**src/rtl/inst_loader_pkg.sv**
```systemverilog
// Shared definitions for the boot-time instruction loader: FSM states,
// the default frame start byte and the frame-length field width.
package inst_loader_pkg;

  localparam int unsigned LEN_W         = 16;
  localparam logic [7:0]  MAGIC_DEFAULT = 8'hA5;

  typedef enum logic [2:0] {
    IDLE   = 3'd0,
    CNT_LO = 3'd1,
    CNT_HI = 3'd2,
    DATA   = 3'd3,
    CSUM   = 3'd4,
    DONE   = 3'd5,
    ERR    = 3'd6
  } state_e;

endpackage

```
**src/rtl/inst_loader_wordpack.sv**
```systemverilog
// Byte-lane counter and shift register that assembles little-endian
// 32-bit words; word_valid_c/word_c include the byte arriving this cycle.
module inst_loader_wordpack (
  input  logic        clk,
  input  logic        rst_n,
  input  logic        clear,
  input  logic        byte_valid,
  input  logic [7:0]  byte_data,
  output logic        word_valid_c,
  output logic [31:0] word_c
);

  logic [1:0]  lane_q;
  logic [23:0] shreg_q;

  // Lower three bytes accumulate here; byte 0 ends up in [7:0].
  always_ff @(posedge clk or negedge rst_n) begin
    if (!rst_n) begin
      lane_q  <= 2'd0;
      shreg_q <= 24'd0;
    end else if (clear) begin
      lane_q  <= 2'd0;
    end else if (byte_valid) begin
      lane_q  <= lane_q + 2'd1;
      shreg_q <= {byte_data, shreg_q[23:8]};
    end
  end

  assign word_valid_c = byte_valid && (lane_q == 2'd3);
  assign word_c       = {byte_data, shreg_q};

endmodule

```
**src/rtl/inst_loader.sv**
```systemverilog
// Boot-time instruction loader: framed UART bytes -> ROM write port, core held
// in reset until a full image lands. Optional checksum byte: INST_LOADER_CSUM_EN.
module inst_loader
  import inst_loader_pkg::*;
#(
  parameter int unsigned ADDR_W      = 12,
  parameter int unsigned TIMEOUT_CYC = 1000000,
  parameter logic [7:0]  MAGIC       = MAGIC_DEFAULT
) (
  input  logic              clk,
  input  logic              rst_n,
  input  logic [7:0]        rx_data,
  input  logic              rx_valid,
  output logic              rom_we,
  output logic [ADDR_W-1:0] rom_waddr,
  output logic [31:0]       rom_wdata,
  output logic              core_rst_n,
  output logic              done,
  output logic              err
);

  localparam int unsigned TMO_W = $clog2(TIMEOUT_CYC + 1);
  localparam logic [63:0] DEPTH = 64'(1) << ADDR_W;
`ifdef INST_LOADER_CSUM_EN
  localparam state_e END_ST = CSUM;
`else
  localparam state_e END_ST = DONE;
`endif

  state_e             state_q, state_d;
  logic [7:0]         cnt_lo_q, cnt_lo_d;
  logic [LEN_W-1:0]   cnt_q, cnt_d;
  logic [LEN_W-1:0]   widx_q, widx_d;
  logic [TMO_W-1:0]   idle_q, idle_d;
  logic [LEN_W-1:0]   n_c;
  logic               in_frame_c;
  logic               magic_c;
  logic               word_valid_c;
  logic [31:0]        word_c;
  logic               rom_we_d;
  logic [ADDR_W-1:0]  rom_waddr_d;
  logic [31:0]        rom_wdata_d;
`ifdef INST_LOADER_CSUM_EN
  logic [7:0]         csum_q, csum_d;
`endif

  inst_loader_wordpack u_wordpack (
    .clk          (clk),
    .rst_n        (rst_n),
    .clear        (state_q != DATA),
    .byte_valid   (rx_valid && (state_q == DATA)),
    .byte_data    (rx_data),
    .word_valid_c (word_valid_c),
    .word_c       (word_c)
  );

  // State and datapath registers.
  always_ff @(posedge clk or negedge rst_n) begin
    if (!rst_n) begin
      state_q    <= IDLE;
      cnt_lo_q   <= 8'd0;
      cnt_q      <= '0;
      widx_q     <= '0;
      idle_q     <= '0;
      rom_we     <= 1'b0;
      rom_waddr  <= '0;
      rom_wdata  <= 32'd0;
      core_rst_n <= 1'b0;
      done       <= 1'b0;
      err        <= 1'b0;
`ifdef INST_LOADER_CSUM_EN
      csum_q     <= 8'd0;
`endif
    end else begin
      state_q    <= state_d;
      cnt_lo_q   <= cnt_lo_d;
      cnt_q      <= cnt_d;
      widx_q     <= widx_d;
      idle_q     <= idle_d;
      rom_we     <= rom_we_d;
      rom_waddr  <= rom_waddr_d;
      rom_wdata  <= rom_wdata_d;
      core_rst_n <= (state_d == DONE);
      done       <= (state_d == DONE);
      err        <= (state_d == ERR);
`ifdef INST_LOADER_CSUM_EN
      csum_q     <= csum_d;
`endif
    end
  end

  // Next-state, counters and write-port decode.
  always_comb begin
    state_d     = state_q;
    cnt_lo_d    = cnt_lo_q;
    cnt_d       = cnt_q;
    widx_d      = widx_q;
    idle_d      = '0;
    rom_we_d    = 1'b0;
    rom_waddr_d = rom_waddr;
    rom_wdata_d = rom_wdata;
    n_c         = {rx_data, cnt_lo_q};
    in_frame_c  = state_q inside {CNT_LO, CNT_HI, DATA, CSUM};
    magic_c     = rx_valid && (rx_data == MAGIC);
`ifdef INST_LOADER_CSUM_EN
    csum_d      = csum_q;
`endif

    if (in_frame_c && !rx_valid) begin
      idle_d = idle_q + TMO_W'(1);
    end

    case (state_q)
      IDLE, DONE, ERR: begin
        if (magic_c) begin
          state_d = CNT_LO;
`ifdef INST_LOADER_CSUM_EN
          csum_d  = 8'd0;
`endif
        end
      end
      CNT_LO: begin
        if (rx_valid) begin
          cnt_lo_d = rx_data;
          state_d  = CNT_HI;
        end
      end
      CNT_HI: begin
        if (rx_valid) begin
          cnt_d  = n_c;
          widx_d = '0;
          if (n_c == '0) begin
            state_d = END_ST;
          end else if (64'(n_c) > DEPTH) begin
            state_d = ERR;
          end else begin
            state_d = DATA;
          end
        end
      end
      DATA: begin
`ifdef INST_LOADER_CSUM_EN
        if (rx_valid) begin
          csum_d = csum_q ^ rx_data;
        end
`endif
        if (word_valid_c) begin
          rom_we_d    = 1'b1;
          rom_waddr_d = ADDR_W'(widx_q);
          rom_wdata_d = word_c;
          widx_d      = widx_q + LEN_W'(1);
          if (widx_q == cnt_q - LEN_W'(1)) begin
            state_d = END_ST;
          end
        end
      end
`ifdef INST_LOADER_CSUM_EN
      CSUM: begin
        if (rx_valid) begin
          state_d = (rx_data == csum_q) ? DONE : ERR;
        end
      end
`endif
      default: state_d = IDLE;
    endcase

    // A byte on the expiry cycle keeps the frame alive.
    if (in_frame_c && !rx_valid && (idle_q == TMO_W'(TIMEOUT_CYC - 1))) begin
      state_d = ERR;
    end

    if (!(state_d inside {CNT_LO, CNT_HI, DATA, CSUM})) begin
      idle_d = '0;
    end
  end

endmodule

```
**config.mk**
```make
export PLATFORM = sky130hd
export DESIGN_NAME = inst_loader
export DESIGN_NICKNAME = d
export VERILOG_FILES = /design/src/rtl/inst_loader_pkg.sv /design/src/rtl/inst_loader_wordpack.sv /design/src/rtl/inst_loader.sv
export SDC_FILE = /design/constraint.sdc
export NUM_CORES = 1
export LEC_CHECK = 0
export CAP_MARGIN = 20
export CORE_ASPECT_RATIO = 1.75
export CORE_UTILIZATION = 49
export CTS_BUF_LIST = sky130_fd_sc_hd__clkbuf_16
export DETAILED_ROUTE_END_ITERATION = 8
export GPL_TIMING_DRIVEN = 0
export PLACE_DENSITY = 0.82
export SETUP_SLACK_MARGIN = 0.02
export SYNTH_ARGS = -nofsm -noshare
export SYNTH_HDL_FRONTEND = slang
export SYNTH_SLANG_ARGS = --single-unit
export TNS_END_PERCENT = 20
```
**constraint.sdc**
```tcl
create_clock -name clk -period 2.5 [get_ports clk]
set_clock_uncertainty 0.2 [all_clocks]
set_input_delay 0.75 -clock clk [delete_from_list [all_inputs] [get_ports clk]]
set_output_delay 0.75 -clock clk [all_outputs]
set_load 0.05 [all_outputs]
```
==> After elaboration in Yosys (flattened, before gate mapping) <==
Index checks and enable logic that the tools add are counted.
W data, S select, Z words.
{ "totals": {"register_bits": 136, "latch_bits": 0, "ram_bits": 0, "mem_bits_ro": 0, "in_bits": 11, "output_inout_bits": 48, "word_cells": 73, "mem_count": 0} }
{ "op_classes": {"n_addsub": 4, "multipliers": 0, "div": 0, "n_lt_le_gt_ge": 1, "n_eq_ne": 19, "n_shift": 0, "mux": 18, "bitwise": 1, "n_reduce_logical": 18} }
{ "ops": {"columns": ["op", "count"], "rows": [
  ["$mux W20", 2],
  ["$mux W16", 2],
  ["$pmux W16 S2", 1],
  ["$mux W3", 8],
  ["$add A20 B1 Y20 const B", 1],
  ["$eq A20 B20 Y1 const B", 1],
  ["$eq A3 B3 Y1 const B", 6],
  ["$add A16 B1 Y16 const B", 1],
  ["$eq A16 B16 Y1", 1],
  ["$gt A16 B13 Y1 const B", 1],
  ["$logic_not A16 Y1", 1],
  ["$sub A16 B1 Y16 const B", 1],
  ["$eq A3 B2 Y1 const B", 4],
  ["$pmux W3 S4", 1],
  ["$eq A8 B8 Y1 const B", 1],
  ["$reduce_and A2 Y1", 4],
  ["$reduce_bool A4 Y1", 2],
  ["$eq A3 B1 Y1 const B", 2],
  ["$logic_and A1 B1 Y1", 5],
  ["$mux W2", 2],
  ["$reduce_bool A2 Y1", 2],
  ["$logic_not A3 Y1", 1],
  ["$ne A3 B2 Y1 const B", 1],
  ["$reduce_and A3 Y1", 1],
  ["other kinds (8)", 9]
]} }

==> Longest topological paths before layout <==
Gate-level depths: netlist of run 1.
{ "logic_depth": {"ltp_word": 9, "ltp_mapped": 10, "mapped_depth_nobuf": 9} }

==> Cells and area by module <==
From an unflattened synthesis of run 1, not the netlist that was laid out.
{ "unflattened": {"cells_unflattened": 647, "area_unflattened_um2": 6588.8} }
{ "modules_own_cells": {"columns": ["module", "instances", "cells_per_inst", "area_per_inst_um2", "seq_area_each_um2"], "rows": [
  ["inst_loader", 1, 579, 5421.4, 2752.6],
  ["inst_loader_wordpack", 1, 68, 1167.4, 650.6]
]} }

==> Worst setup path before layout of run 1 <==
OpenSTA, ideal clock, no wires.
{ "synth_path": {"path_type": "input-to-reg", "from": "input port rx_data[1]", "to": "register state_q[1]", "setup_ps": 124, "arrival_time_ps": 2078, "required_time_ps": 2176, "slack_ps": 98, "cell_stages": 6, "path_buffers": 0, "cell_sequence": "nor4_1 nand3_1 or3b_1 a221oi_1 a21oi_1 a211o_1"} }
{ "synth_between": {"elab_chain_len": 5, "elab_cells_between_ends": 8, "cone_classes": "eq/ne: 1; mux: 5; reduce/logical: 2"} }
{ "synth_rtl": {"columns": ["item", "line_no", "source"], "rows": [
  ["from (decl)", "inst_loader.sv:12", "input logic [7:0] rx_data,"],
  ["$logic_not A16 Y1 / $eq A8 B8 Y1 (equally long branches)", "inst_loader.sv:132, inst_loader.sv:104", null],
  ["$mux W3 / $logic_and A1 B1 Y1 (equally long branches)", "inst_loader.sv:132, inst_loader.sv:104", null],
  ["$mux W3 (on tied branches)", "inst_loader.sv:129, inst_loader.sv:115", null],
  ["$pmux W3 S4 (*)", "inst_loader.sv:113", "case (state_q)"],
  ["$mux W3 (*)", "inst_loader.sv:168", "if (in_frame_c && !rx_valid && (idle_q == TMO_W'(TIMEOUT_CYC - 1))) begin"],
  ["net state_d[1]", "inst_loader.sv:30", "state_e state_q, state_d;"],
  ["to (signal assigned)", "inst_loader.sv:75", "state_q <= state_d;"],
  ["to (decl)", "inst_loader.sv:30", null]
]} }
The timed path passes the listed nets; every way through them passes the cells marked *.
A chain may end at the register's enable or synchronous reset.

==> Worst setup path after layout of run 1 <==
{ "layout_path": {"from": "input port rx_data[0]", "to": "register state_q[1]"} }
Same word-level chain as after synthesis.

==> results of run 1 <==
==> metal layers <==
layer  up-vias  GRT usage (%)  wire length, um
met3        54          5.350              646
met5         -              0                0
li1       2250              -                -
met1      2384          27.01             5500
met2       162          46.83             8351
met4         0          14.75              716
==> cells in the final DEF (no fill, tap or decap), types with 8 or more instances in the layout <==
cell type                         n
sky130_fd_sc_hd__clkbuf_16       17
sky130_fd_sc_hd__buf_4           12
sky130_fd_sc_hd__dfrtp_1        135
sky130_fd_sc_hd__nor2_1          40
sky130_fd_sc_hd__clkbuf_1        19
sky130_fd_sc_hd__a21oi_1         14
sky130_fd_sc_hd__nor3_1           8
sky130_fd_sc_hd__mux2_2          32
sky130_fd_sc_hd__nand2_1        198
sky130_fd_sc_hd__nand3_1         19
sky130_fd_sc_hd__dlygate4sd2_1   52
sky130_fd_sc_hd__o21ai_0         14
sky130_fd_sc_hd__xnor2_1         23
sky130_fd_sc_hd__xor2_1          29
sky130_fd_sc_hd__nand4_1          9
==> state kept, by name, summed over array words and instances, names as in the netlist <==
name and cells:
u_wordpack.shreg_q 24, rom_we 1, err 1, state_q 3, done 1, u_wordpack.lane_q 2, cnt_lo_q 8, rom_wdata 32
cnt_q 16, idle_q 20, widx_q 16, rom_waddr 12
==> where the power goes <==
part | internal (mW) | switching [mW]
combinational | 0.917 | 1.05
sequential | 2.64 | 0.458
clock | 1.55 | 0.924
total | 5.11 | 2.44
==> path summary, 6_finish.rpt <==
check / startpoint / endpoint / slack, ns
worst max-delay path: rx_data[0] / state_q[1] / 0.02
worst min-delay path: rst_n / rom_waddr[11] / 0.10
worst max register to register: cnt_q[1] / state_q[1] / 0.04
worst min register to register: rom_waddr[4] / rom_waddr[4] / 0.27
max in group asynchronous: rst_n / widx_q[9] / 1.23
min in group clk: rom_waddr[4] / rom_waddr[4] / 0.27
==> logic make-up (layout without fill, tap and decap cells) <==
| kind of cell | Yosys count | count (layout) |
|---|---|---|
| DFF | 136 | 136 |
| muxes | 34 | 34 |
| AOI/OAI and AO/OA | 42 | 42 |
| buffers and inverters | 38 | 138 |
| and+or+nand+nor | 319 | 319 |
| adders and majority gates | 4 | 4 |
| xor gates and xnor gates | 52 | 52 |
==> stage by stage <==
step / setup WS [ns] / setup TNS [ns]
2_1_floorplan: 0.09757 / 0
3_3_place_gp: -4.557 / -665.22
3_5_place_dp: -0.8968 / -53.17
4_1_cts: -0.09096 / -0.09096
5_1_grt: -0.08470 / -0.1197
6_report: 0.02165 / 0
==> area by class of cell <==
class	count	area, sq um
inverters	10	37.54
repair buffers	68	604.3
fillers	969	4431
multi-input cells	451	2670
clock buffers	17	425.4
clock inverters	15	160.2
well taps	165	206.4
flip-flops and latches	136	3405
plain buffers	28	130.1
==> what timing repair did <==
action / 4_1_cts / 5_1_grt
hold endpoints to repair: 0 / 0
setup endpoints to repair: 117 / 7
resized for setup: 68 / 20
buffers inserted: 6 / 4
pin swaps: 4 / 11
==> results.txt, run 1 <==
- The flow ran to the end, and the final reports show no timing, DRC or antenna violations.
- Post-Syn Area per Cell: 9.789 sq um
- Tot Pwr: about 7.5 mW
- Post-layout utilization of the core: 63.29%
- HPWL after DPL: around 10 mm
- The first global-routing pass estimated around 25 mm of wire.
- The repair_antennas step left the layout with diodes totalling 0.
- The number of pins with negative max-slew slack in the final report came to 0.
- During synthesis, Yosys emitted a total of 0 warnings.
* Initial DRC Count: between 300 and 400
- Port Buf Inserts: between 50 and 60
- Of all cell types, the one taking the most synthesized area is sky130_fd_sc_hd__dfrtp_1.
* Slowest cell delay on critical path: ~0.38 ns
- Of the post-synthesis cell area, the dominant cell type holds between 50% and 60%.
- Across all layers, the routed design uses roughly 4900 vias.
- # placed instances: 848
- At the worst endpoint, the arrival time is between 2 and 3 ns.
* Most instantiated library cell after synthesis: sky130_fd_sc_hd__nand2_1
* Latest clock arrival within the worst-skew pair: 0.42 ns
* Final #Nets: ~730
- After technology mapping, the gate count stands at between 600 and 700.
* Final period util: between 90% and 100%
- Of the total synthesized cell area, the portion taken by full adders, half adders and majority gates is less than 1%.
- CTS built an H-tree with a depth of 4.
* Worst-case clock buffer depth: 2
- Total of flip-flops plus latches after synthesis: 136
- In this run the cell area measured after placement is about 0.007 sq mm.
- Routability congestion estimate from global placement: approximately 0.96
- In the synthesized netlist the dominant register cell turns out to be sky130_fd_sc_hd__dfrtp_1.
- After synthesis, the share of flip-flops with an asynchronous set or reset is 100.0%.
* Simple-gate share of the synthesized area: approximately a quarter
- Number of sinks driven by the clock tree: roughly 140
- Summed over all cells, the static leakage comes to around 3.8 nW.
- RSZ-0062 raised after global routing: yes
- Cells taking the most area after synthesis: sky130_fd_sc_hd__dfrtp_1 56%, sky130_fd_sc_hd__nand2_1 12%, sky130_fd_sc_hd__mux2_2 5.9%
- Setup violations remaining at the end of the flow were counted as 0.
- Post-synthesis sequential area ratio: a little under three fifths
* Logic depth of the worst setup path including buffers: 7
- Critical path peak fanout: 6
- Measured against its own limit, the worst slew margin works out to roughly 58%.
- Library cell contributing the largest single delay on the critical path: sky130_fd_sc_hd__or3b_1
- In this run, post-CTS hold repair placed 0 buffers.
- In this run the remaining antenna-violating nets after routing total 0.
- Vert. Die Dim: 149.8 um
- Main combinational cell family by area after synthesis: simple AND/OR/NAND/NOR gates
- TritonCTS built the clock tree.
- Overflow left after global routing: 0
- Worst Hold Slack: approximately 0.10 ns
- With fillers left out, the area of the finished cells amounts to roughly 0.0076 sq mm.
- Total routing usage reported by global routing: between 20% and 30%
- Multiplexer area fraction after synthesis: under 10%
- Largest net degree at the start of global routing: 78
* Netlist area before placement: a little over 0.006 sq mm
- CTS Buf Count: 17
* Worst setup EP type: flip-flop
* Root buffer cell: sky130_fd_sc_hd__clkbuf_16
* VDD IR max: 0.0006740 V
* Synthesized Nets: 640
- Layout-stage area growth over the synthesis result: 24.85%
- Worst-Margin Slew: about 0.63 ns
- Chip Width: around 86 um
- Area fraction in compound gates after synthesis: 4.090%
- Final hold violation count: 0
- The count of cells in the finished layout, fillers not included, comes to 890.
- The first TritonRoute pass finished after 6 iterations.
- After clock tree synthesis, the clock-pin slew on the worst setup and hold paths is 0.06 ns.
* Count of distinct cell types in the synthesized netlist: 48
* Hold crit path type: in2async
- Cell-by-cell trace of the critical path: dlygate4sd2_1 -> nor4_4 -> nand3_2 -> or3b_1 -> a221oi_1 -> a21oi_1 -> a211o_1
- For this configuration, the core starts out at a cell density of slightly above 50%.
- Family with the most delay on the worst path: simple AND/OR/NAND/NOR gates
- Critical path start-end classification: in2reg
- The synthesized design contains 0 enable-type register cells.
- The die covers around 0.013 sq mm.
- Type of element launching the critical path: input port
- Post-synthesis xor/xnor area fraction: 7.444%
- After detailed routing, the average wire length per cell comes to 17.10 um.
* Critical path required time: approximately 2.6 ns
* Wire length after detailed routing: around 15 mm
- After floorplanning, the core was sized to cover about 0.012 sq mm.
- By count the netlist is led by 198 x sky130_fd_sc_hd__nand2_1, 136 x sky130_fd_sc_hd__dfrtp_1, 41 x sky130_fd_sc_hd__nor2_1.
- In the routed layout, each cell is associated on average with a via count of 5.449.
- Fraction of final layout cells sized beyond drive strength 1: 14.07%
- Subtracting the final worst setup slack from the clock period gives ~2.5 ns.
- Io pins: around 60
- DRC violation count after routing: 0
* Number of violations of the max-capacitance limit: 0
- Derived from the worst setup path, the maximum achievable clock frequency is 403.5 MHz.
- The number of cells on the worst reg-to-reg path is 10.
- Row count: 53
- Dividing total power by cell area gives a power density of slightly below 1000 mW/mm^2.
- Worst path buffer plus inverter count: 1
- The initial antenna violation count came to 0.
- The number of global-route vias before repair is a little over 5000.
(Power assumes the default switching activity.)
==> inputs of run 2 (changes only) <==
Settings changed: PLACE_DENSITY 0.82 to 0.79, SYNTH_HIERARCHICAL from default to 1.
Clock period 2.5 ns to 3 ns, I/O delays scaled along.
==> results.txt, run 2 <==
* Power spent charging and discharging nets: 2.128 mW (-13%)
- The number of rows in the core area came to 55 (+3.8%).
- The area taken by multi-input logic gates was 0.003093 sq mm (+16%).
- CTS Hold Buffers Added: 0 (unchanged)
- The average wire per cell in the routed design was 16.79 um (-1.8%).
- Number of H-tree levels: 4 (unchanged)
- The latest clock arrival within the worst-skew pair was 0.43 ns (about the same).
* YS warnings: 6 (+6)
- The number of register bits inferred by synthesis came to 136 (unchanged).
* FF/Latch Area: 0.003403 sq mm (about the same)
* Count of distinct cell types in the synthesized netlist: 59 (+23%)
- The number of routed nets with antenna violations was 0 (unchanged).
- Antenna violations before repair: 0 (unchanged)
* VDD IR max: 0.0005269 V (-22%)
- Ratio of total power to cell area: 774.9 mW/mm^2 (-22%)
- The largest individual stage delay along the critical path comes from the cell sky130_fd_sc_hd__or4_4.
- In the synthesized netlist the dominant register cell turns out to be sky130_fd_sc_hd__dfrtp_1.
- The critical path is of the reg2reg type.
- Cell-by-cell trace of the critical path: buf_6 -> or4_4 -> or4_4 -> mux2_4 -> o22ai_4 -> a2111oi_4 -> buf_6 -> a21oi_4 -> nand4_1 -> buf_4 -> nor2_1
- The global placer's final weighted congestion is 0.9138 (-4.5%).
- The fraction of the yosys area taken by sequential cells came to 51.65% (-4.0 points).
- Synthesized Nets: 662 (+3.4%)
- The remaining routing DRC violations is 0 (unchanged).
- The cell sitting at the root of the clock tree is a sky130_fd_sc_hd__clkbuf_16.
* Area fraction of the dominant cell type after synthesis: 51.65% (-4.0 points)
* Final hold violation count: 0 (unchanged)
- The data required time at the worst endpoint was 3.16 ns (+0.55 ns).
* Register name with the most flops: rom_wdata
- Vert. Die Dim: 155.4 um (+3.7%)
- Final period util: 107.1%
- Placed cell areas: 0.007448 sq mm (+7.6%)
* Hold crit path type: in2async
- Clk slew on worst S/H paths: 0.06 ns (about the same)
* Fraction of power consumed by sequential logic: 34.2% (-6.9 points)
* Core box area: 0.01301 sq mm (+7.8%)
- Run status: finished, violations left
- Number of sinks driven by the clock tree: 136 (unchanged)
* Antenna diode count: 0 (unchanged)
* Commonest non-fill, non-tap cell in the layout: sky130_fd_sc_hd__nand2_1
- Setup repair after global routing could not meet its margin everywhere.
- Port Buf Inserts: 57 (unchanged)
* Most instantiated library cell after synthesis: sky130_fd_sc_hd__nand2_1
- The routed via count divided by cell count was 5.393 (-1.0%).
- The initial cell density of the core was 50.66% (about the same).
- The worst-case clock buffer depth is 2 (unchanged).
- Layout-stage area growth over the synthesis result: 26.60%
- Slew Limit Fails: 0 (unchanged)
- The remaining global-route overflow came to 0 (unchanged).
* Number of synthesized flops with an enable pin: 0 (unchanged)
- The internal power of the cells was 4.337 mW (-15%).
- In this run the critical register-to-register path is captured at idle_q[18].
* Minimum setup slack in the final design: -0.2143 ns (-0.2360 ns)
- Initial DRC Count: 312 (-12%)
- The ratio of cells with drive above 1 in the final layout is 20.77% (+6.7 points).
- For this run, the top clock speed supported by timing is between 300 and 400 MHz.
- Critical path peak fanout: 5 (-1)
- DRT Pass-1 Iters: 4 (-2)
- The share of total power in the clock network was 32.8% (about the same).
- Final #Nets: 753 (+3.6%)
- The share of total power consumed by net switching came to 32.92% (+0.62 points).
- The worst setup path is captured at a flip-flop.
- Part of the power in combinational logic: 33.0% (+6.9 points)
* Worst-Margin Slew: 0.6234 ns (-0.006813 ns)
* HPWL after DPL: 10.85 mm (+4.7%)
* Count of vias placed by the detailed router: 4972 (+2.5%)
- The total track usage is 24.70% (-1.1 points).
* Post-Synthesis Cells: 647 (+3.5%)
- Type of element launching the critical path: flip-flop
- In the layout the commonest cells are 157 x sky130_fd_sc_hd__nand2_1, 136 x sky130_fd_sc_hd__dfrtp_1, 49 x sky130_fd_sc_hd__clkdlybuf4s50_1.
* Worst R2R Setup Slack: -0.21 ns (-0.25 ns)
- Violations in the final reports: negative setup slack
* Wire length of the first global-routing pass: 25.67 mm (+2.5%)
- Slowest cell delay on critical path: 0.52 ns (+0.14 ns)
- Io pins: 59 (unchanged)
* Post-Syn Area per Cell: 10.18 sq um (+4.0%)
* Filler Cells Inserted: 1008 (+4.0%)
* Max FFs per register: 32 (unchanged)
* Number of violations of the max-capacitance limit: 0 (unchanged)
- Sorting the synthesized cells by area gives the leading types as sky130_fd_sc_hd__dfrtp_1 52%, sky130_fd_sc_hd__nand2_1 8.9%, sky130_fd_sc_hd__mux2_4 4.8%.
- The number of global-route vias before repair was 5166 (+1.0%).
- The depth of the worst register-to-register path was 11 (+1).
* Largest registers: rom_wdata: 32 flops, u_wordpack/shreg_q: 24 flops, idle_q: 20 flops
* Leading cell types by count after synthesis: 157 x sky130_fd_sc_hd__nand2_1, 136 x sky130_fd_sc_hd__dfrtp_1, 45 x sky130_fd_sc_hd__nor2_1
- The full die area was 0.01393 sq mm (+7.5%).
- Netlist area before placement: 0.006589 sq mm (+7.7%)
* Max-slew headroom at the worst pin: 58.44% (+0.61 points)
* TritonCTS clock tree: built
* Wire length after detailed routing: 15.48 mm (+1.7%)
- CTS Buf Count: 17 (unchanged)
* Tot Pwr: 6.464 mW (-14%)
* P_leak: 3.806 nW (-0.63%)
* Chip Width: 89.66 um (+3.7%)
- Synth async-reset ratio: 100.0% (unchanged)
* Largest net degree at the start of global routing: 80 (+2.6%)
- Final setup fails: 31 (+31)
* WP data arrival: 3.37 ns (+0.79 ns)
- Area of all placed cells without fillers: 0.008342 sq mm (+9.2%)
* Largest area contributor in the synthesized netlist: sky130_fd_sc_hd__dfrtp_1
- In this run the critical register-to-register path is launched from cnt_q[0].
- Counting I/O delays and the setup requirement, the final critical path takes about 3.2 ns.
run 2: changes by cell type after synthesis, moves of 4 or more:
cell,before,now
sky130_fd_sc_hd__nand3_1,21,17
sky130_fd_sc_hd__xor2_1,29,21
sky130_fd_sc_hd__buf_4,2,9
sky130_fd_sc_hd__xnor2_1,23,29
sky130_fd_sc_hd__nor4_1,8,20
sky130_fd_sc_hd__nor2_1,41,45
sky130_fd_sc_hd__nand2b_1,3,8
sky130_fd_sc_hd__mux2_2,32,24
sky130_fd_sc_hd__mux2_4,0,21
sky130_fd_sc_hd__nand2_1,198,157
run 2: cell type report:
class | count | share of cell area, %
buffer | 39 | 2.970
clock buffer | 17 | 5.100
clock inverter | 15 | 2.115
inverter | 11 | 0.4950
multi-input combinational | 457 | 37.08
sequential | 136 | 40.80
tap | 171 | 2.565
timing repair buffer | 76 | 8.880
run 2: metrics by stage:
stage / setup slack, ns / util [%] / std cells / setup TNS, ns / hold WS (ns)
2_1_floorplan: 0.003399 / - / 647 / 0 / 0.2389
3_3_place_gp: -4.304 / 57.05 / 875 / -610.30 / 0.2574
3_5_place_dp: -0.8259 / 57.27 / 876 / -32.86 / 0.2604
4_1_cts: -0.2396 / 63.20 / 916 / -3.958 / 0.2622
5_1_grt: -0.3128 / 64.14 / 922 / -9.798 / 0.2863
6_report: -0.2143 / 64.14 / 922 / -3.533 / 0.2432
run 2: repair_timing:
| item | CTS | global route |
|---|---|---|
| setup buffers | 9 | 8 |
| pin swaps | 13 | 14 |
| endpoints found under the setup margin | 26 | 57 |
| cloned | 1 | 1 |
| gates resized for setup | 29 | 20 |
run 2: worst max-delay path by stage:
stage / cells after the start / to / slack (ns) / startpoint
after global routing: 10 / idle_q[7] / -0.31 / cnt_q[0]
after CTS: 13 / idle_q[10] / -0.24 / cnt_q[1]
after detailed placement: 7 / idle_q[4] / -0.83 / rx_data[5]
final: 11 / idle_q[18] / -0.21 / cnt_q[0]
after global placement: 1 / rom_wdata[6] / -4.30 / rst_n
after floorplan: 12 / idle_q[10] / 0.003 / cnt_q[0]
run 2: power by group through the flow:
stage               Clock (mW)  Sequential [mW]  Combinational (mW)
finish                    2.12             2.21                2.14
global route              2.23             2.24                2.30
CTS                       2.15             2.19                2.01
detailed placement           0             2.21                1.68
global placement             0             2.20                1.64
floorplan                    0             2.18                1.27
run 2: cells by family after synthesis:
logic type | share of synthesized area, %
and+or+nand+nor | 21.36
AOI/OAI and AO/OA | 5.697
buffers and inverters | 4.538
DFF | 51.65
adders and majority gates | 0.7596
muxes | 9.343
xor gates and xnor gates | 6.646
run 2: per-layer routing:
layer | GRT usage (%) | part of all wire, %
met1 | 27.98 | 39
met2 | 42.60 | 54
met3 | 6.260 | 3.0
met4 | 11.19 | 3.2
met5 | 0 | 0
run 2: worst max-delay path: cells and delay by family, from the launching register on:
| family | cells | cell delay (ns) |
|---|---|---|
| flip-flops | 1 | 0.40 |
| buffers and inverters | 3 | 0.52 |
| AND/OR/NAND/NOR | 4 | 1.28 |
| AO/OA/AOI/OAI | 3 | 0.40 |
| multiplexers | 1 | 0.33 |
==> inputs of run 3 (changes only) <==
Settings changed: SETUP_SLACK_MARGIN 0.02 to 0.5.
==> results.txt, run 3 (same netlist as run 2, synthesis figures left out) <==
* Commonest non-fill, non-tap cell in the layout: sky130_fd_sc_hd__nand2_1
- Power spent charging and discharging nets: 2.174 mW (+2.2%)
* Wire length after detailed routing: 15.84 mm (+2.3%)
* Count of vias placed by the detailed router: 5007 (+0.70%)
- The minimum setup slack after placement came to -0.8053 ns (+0.02057 ns).
- The number of hold-slack violations in the final timing report came to 0 (unchanged).
* Avg WL per Cell: 17.22 um (+2.6%)
- The number of buffers created by CTS came to 17 (unchanged).
- The fraction of power consumed by combinational cells came to 32.7% (-0.3 points).
* Antenna violations before repair: 0 (unchanged)
* HPWL after DPL: 10.93 mm (+0.76%)
- Time the final worst path needs with I/O delays and setup: 3.354 ns (+0.1399 ns)
- Run status: finished, violations left
* Reg2reg start: cnt_q[1]
- The setup slack of the worst register-to-register path came to -0.35 ns (-0.14 ns).
* Wire length of the first global-routing pass: 25.93 mm (+1.0%)
* Type of element launching the critical path: flip-flop
* Amount of wire on met3 after detailed routing: 454 um (-1.3%)
- From synthesis to final layout, the design area changed by 25.85%.
* Fraction of final layout cells sized beyond drive strength 1: 22.43% (+1.7 points)
- The count of buffers inserted at the top-level ports came to 57 (unchanged).
* Violations in the final reports: negative setup slack
- Number of sinks driven by the clock tree: 136 (unchanged)
- Worst setup EP type: flip-flop
- The initial cell density of the core came to 50.66% (unchanged).
* Max FFs per register: 32 (unchanged)
- The sequential cell fraction of total power was 33.3% (-0.9 points).
- Minimum setup slack in the final design: -0.3542 ns (-0.1399 ns)
* Register name with the most flops: rom_wdata
- Vert. Die Dim: 155.4 um (unchanged)
- Antenna diode count: 0 (unchanged)
- Post-detailed-route via-to-cell ratio: 5.442 (+0.92%)
- Clk slew on worst S/H paths: 0.06 ns (about the same)
- Clock power frac: 34.0% (+1.2 points)
* End point of the critical path: idle_q[18]
* Routability congestion estimate from global placement: 0.9229 (+1.0%)
- The number of nets in the layout was 751 (-0.27%).
- Critical path required time: 3.10 ns (-0.06 ns)
- The worst-case clock buffer depth was 2 (unchanged).
* Final setup fails: 24 (-23%)
* DRC violation count after routing: 0 (unchanged)
* VDD IR max: 0.0005482 V (+4.1%)
- The power per cell area was 787.8 mW/mm^2 (+1.7%).
- The H-tree depth came to 4 (unchanged).
- In the final layout, the registers with the most flip-flops are rom_wdata: 32 flops, u_wordpack/shreg_q: 24 flops, idle_q: 20 flops.
- Core box area: 0.01301 sq mm (unchanged)
- Area enclosed by the die boundary: 0.01393 sq mm (unchanged)
* Root buffer cell: sky130_fd_sc_hd__clkbuf_16
- The remaining global-route overflow is 0 (unchanged).
* Switching part of the total: 33.28% (+0.37 points)
- The maximum clock frequency was 298.1 MHz (-4.2%).
* Worst-Margin Slew: 0.7545 ns (+0.1311 ns)
- The critical path starts at cnt_q[1].
- In the layout the commonest cells are 155 x sky130_fd_sc_hd__nand2_1, 136 x sky130_fd_sc_hd__dfrtp_1, 51 x sky130_fd_sc_hd__dlygate4sd2_1.
* Final period util: 111.8% (+4.7 points)
* Max-slew headroom at the worst pin: 49.24% (-9.2 points)
* Total routing usage reported by global routing: 24.86% (+0.16 points)
- The total placed instance area was 0.007480 sq mm (+0.42%).
- Chip Width: 89.66 um (unchanged)
- Internal power of the cells: 4.358 mW (+0.50%)
- The largest net degree at the start of global routing is 103 (+29%).
- The iteration count of the initial detailed-routing pass is 4 (unchanged).
- The depth of the worst register-to-register path was 14 (+3).
- Capture instance of the worst register-to-register path: idle_q[18]
* P_leak: 4.063 nW (+6.8%)
- WP data arrival: 3.46 ns (+0.09 ns)
* TritonCTS clock tree: built
* Length of routed met2 wiring: 8.750 mm (+3.8%)
- Met1 Wirelength: 6.017 mm (-1.1%)
- Initial DRC Count: 248 (-21%)
* Io pins: 59 (unchanged)
- Critical path peak fanout: 5 (unchanged)
* Vias in the first global route: 5407 (+4.7%)
- Latest clock arrival within the worst-skew pair: 0.42 ns (about the same)
- Uppermost layer routed: met4
* Slew Limit Fails: 0 (unchanged)
* Hold crit path type: in2async
- Row count: 55 (unchanged)
- The final instance area is 0.008292 sq mm (-0.60%).
- Number of routed nets with antenna violations: 0 (unchanged)
- The max-cap check violation count came to 0 (unchanged).
* RSZ-0062 raised after global routing: yes
* Critical path start-end classification: reg2reg
## run 3: metrics by stage
stage               TNS, ns  total power, mW  cells  hold WS [ns]  utilization, %
finish               -6.411            6.533    920        0.1592           63.75
global route         -9.009            6.800    920        0.1757           63.75
CTS                  -5.469            6.446    918        0.1593           63.17
detailed placement   -17.53            3.897    876        0.2624           57.51
global placement    -587.31            3.840    875        0.2577           57.29
floorplan                 0            3.454    647        0.2389               -
## run 3: worst max-delay path: stages (launching register included)
cell                        delay, ns
sky130_fd_sc_hd__dfrtp_1         0.39
sky130_fd_sc_hd__inv_2           0.09
sky130_fd_sc_hd__ha_4            0.13
sky130_fd_sc_hd__buf_6           0.08
sky130_fd_sc_hd__or4b_4          0.45
sky130_fd_sc_hd__buf_6           0.14
sky130_fd_sc_hd__o21a_1          0.19
sky130_fd_sc_hd__o311ai_2        0.25
sky130_fd_sc_hd__o2111ai_2       0.20
sky130_fd_sc_hd__a2111oi_4       0.34
sky130_fd_sc_hd__buf_4           0.22
sky130_fd_sc_hd__a21oi_4         0.07
sky130_fd_sc_hd__nand4_1         0.23
sky130_fd_sc_hd__buf_6           0.20
sky130_fd_sc_hd__nor2_2          0.04
## run 3: layout make-up
class | instances | area (sq um)
Sequential cell | 136 | 3403
Timing Repair Buffer | 70 | 635.6
Tap cell | 171 | 214.0
Buffer | 44 | 301.5
Clock buffer | 17 | 425.4
Fill cell | 1012 | 4715
Clock inverter | 15 | 203.9
Multi-Input combinational cell | 456 | 3067
Inverter | 11 | 41.29
## run 3: worst min-delay path by stage
stage,start,to,slack (ns)
final,rst_n,cnt_q[2],0.16
after global routing,rst_n,cnt_q[4],0.18
after CTS,rst_n,cnt_q[2],0.16
after detailed placement,rom_wdata[9],rom_wdata[9],0.26
after global placement,rom_wdata[2],rom_wdata[2],0.26
after floorplan,u_wordpack/shreg_q[0],rom_wdata[0],0.24
## run 3: routing by layer
layer  up-vias  GRT usage (%)
met5         -              0
met4         0          13.45
met3        43          4.350
met2       121          44.66
met1      2472          26.68
li1       2371              -
## run 3: what timing repair did
action	in CTS	in global routing
endpoints found under the setup margin	124	85
setup buffers	9	2
resized for setup	81	26
hold buffers	0	0
pin swaps	7	7
hold endpoints to repair	0	0
gates cloned	1	0
## run 3: power groups by stage
stage,Sequential (mW),Combinational (mW),Clock (mW)
floorplan,2.18,1.28,0
global placement,2.20,1.64,0
detailed placement,2.20,1.69,0
CTS,2.16,2.03,2.26
global route,2.20,2.27,2.32
finish,2.18,2.14,2.22
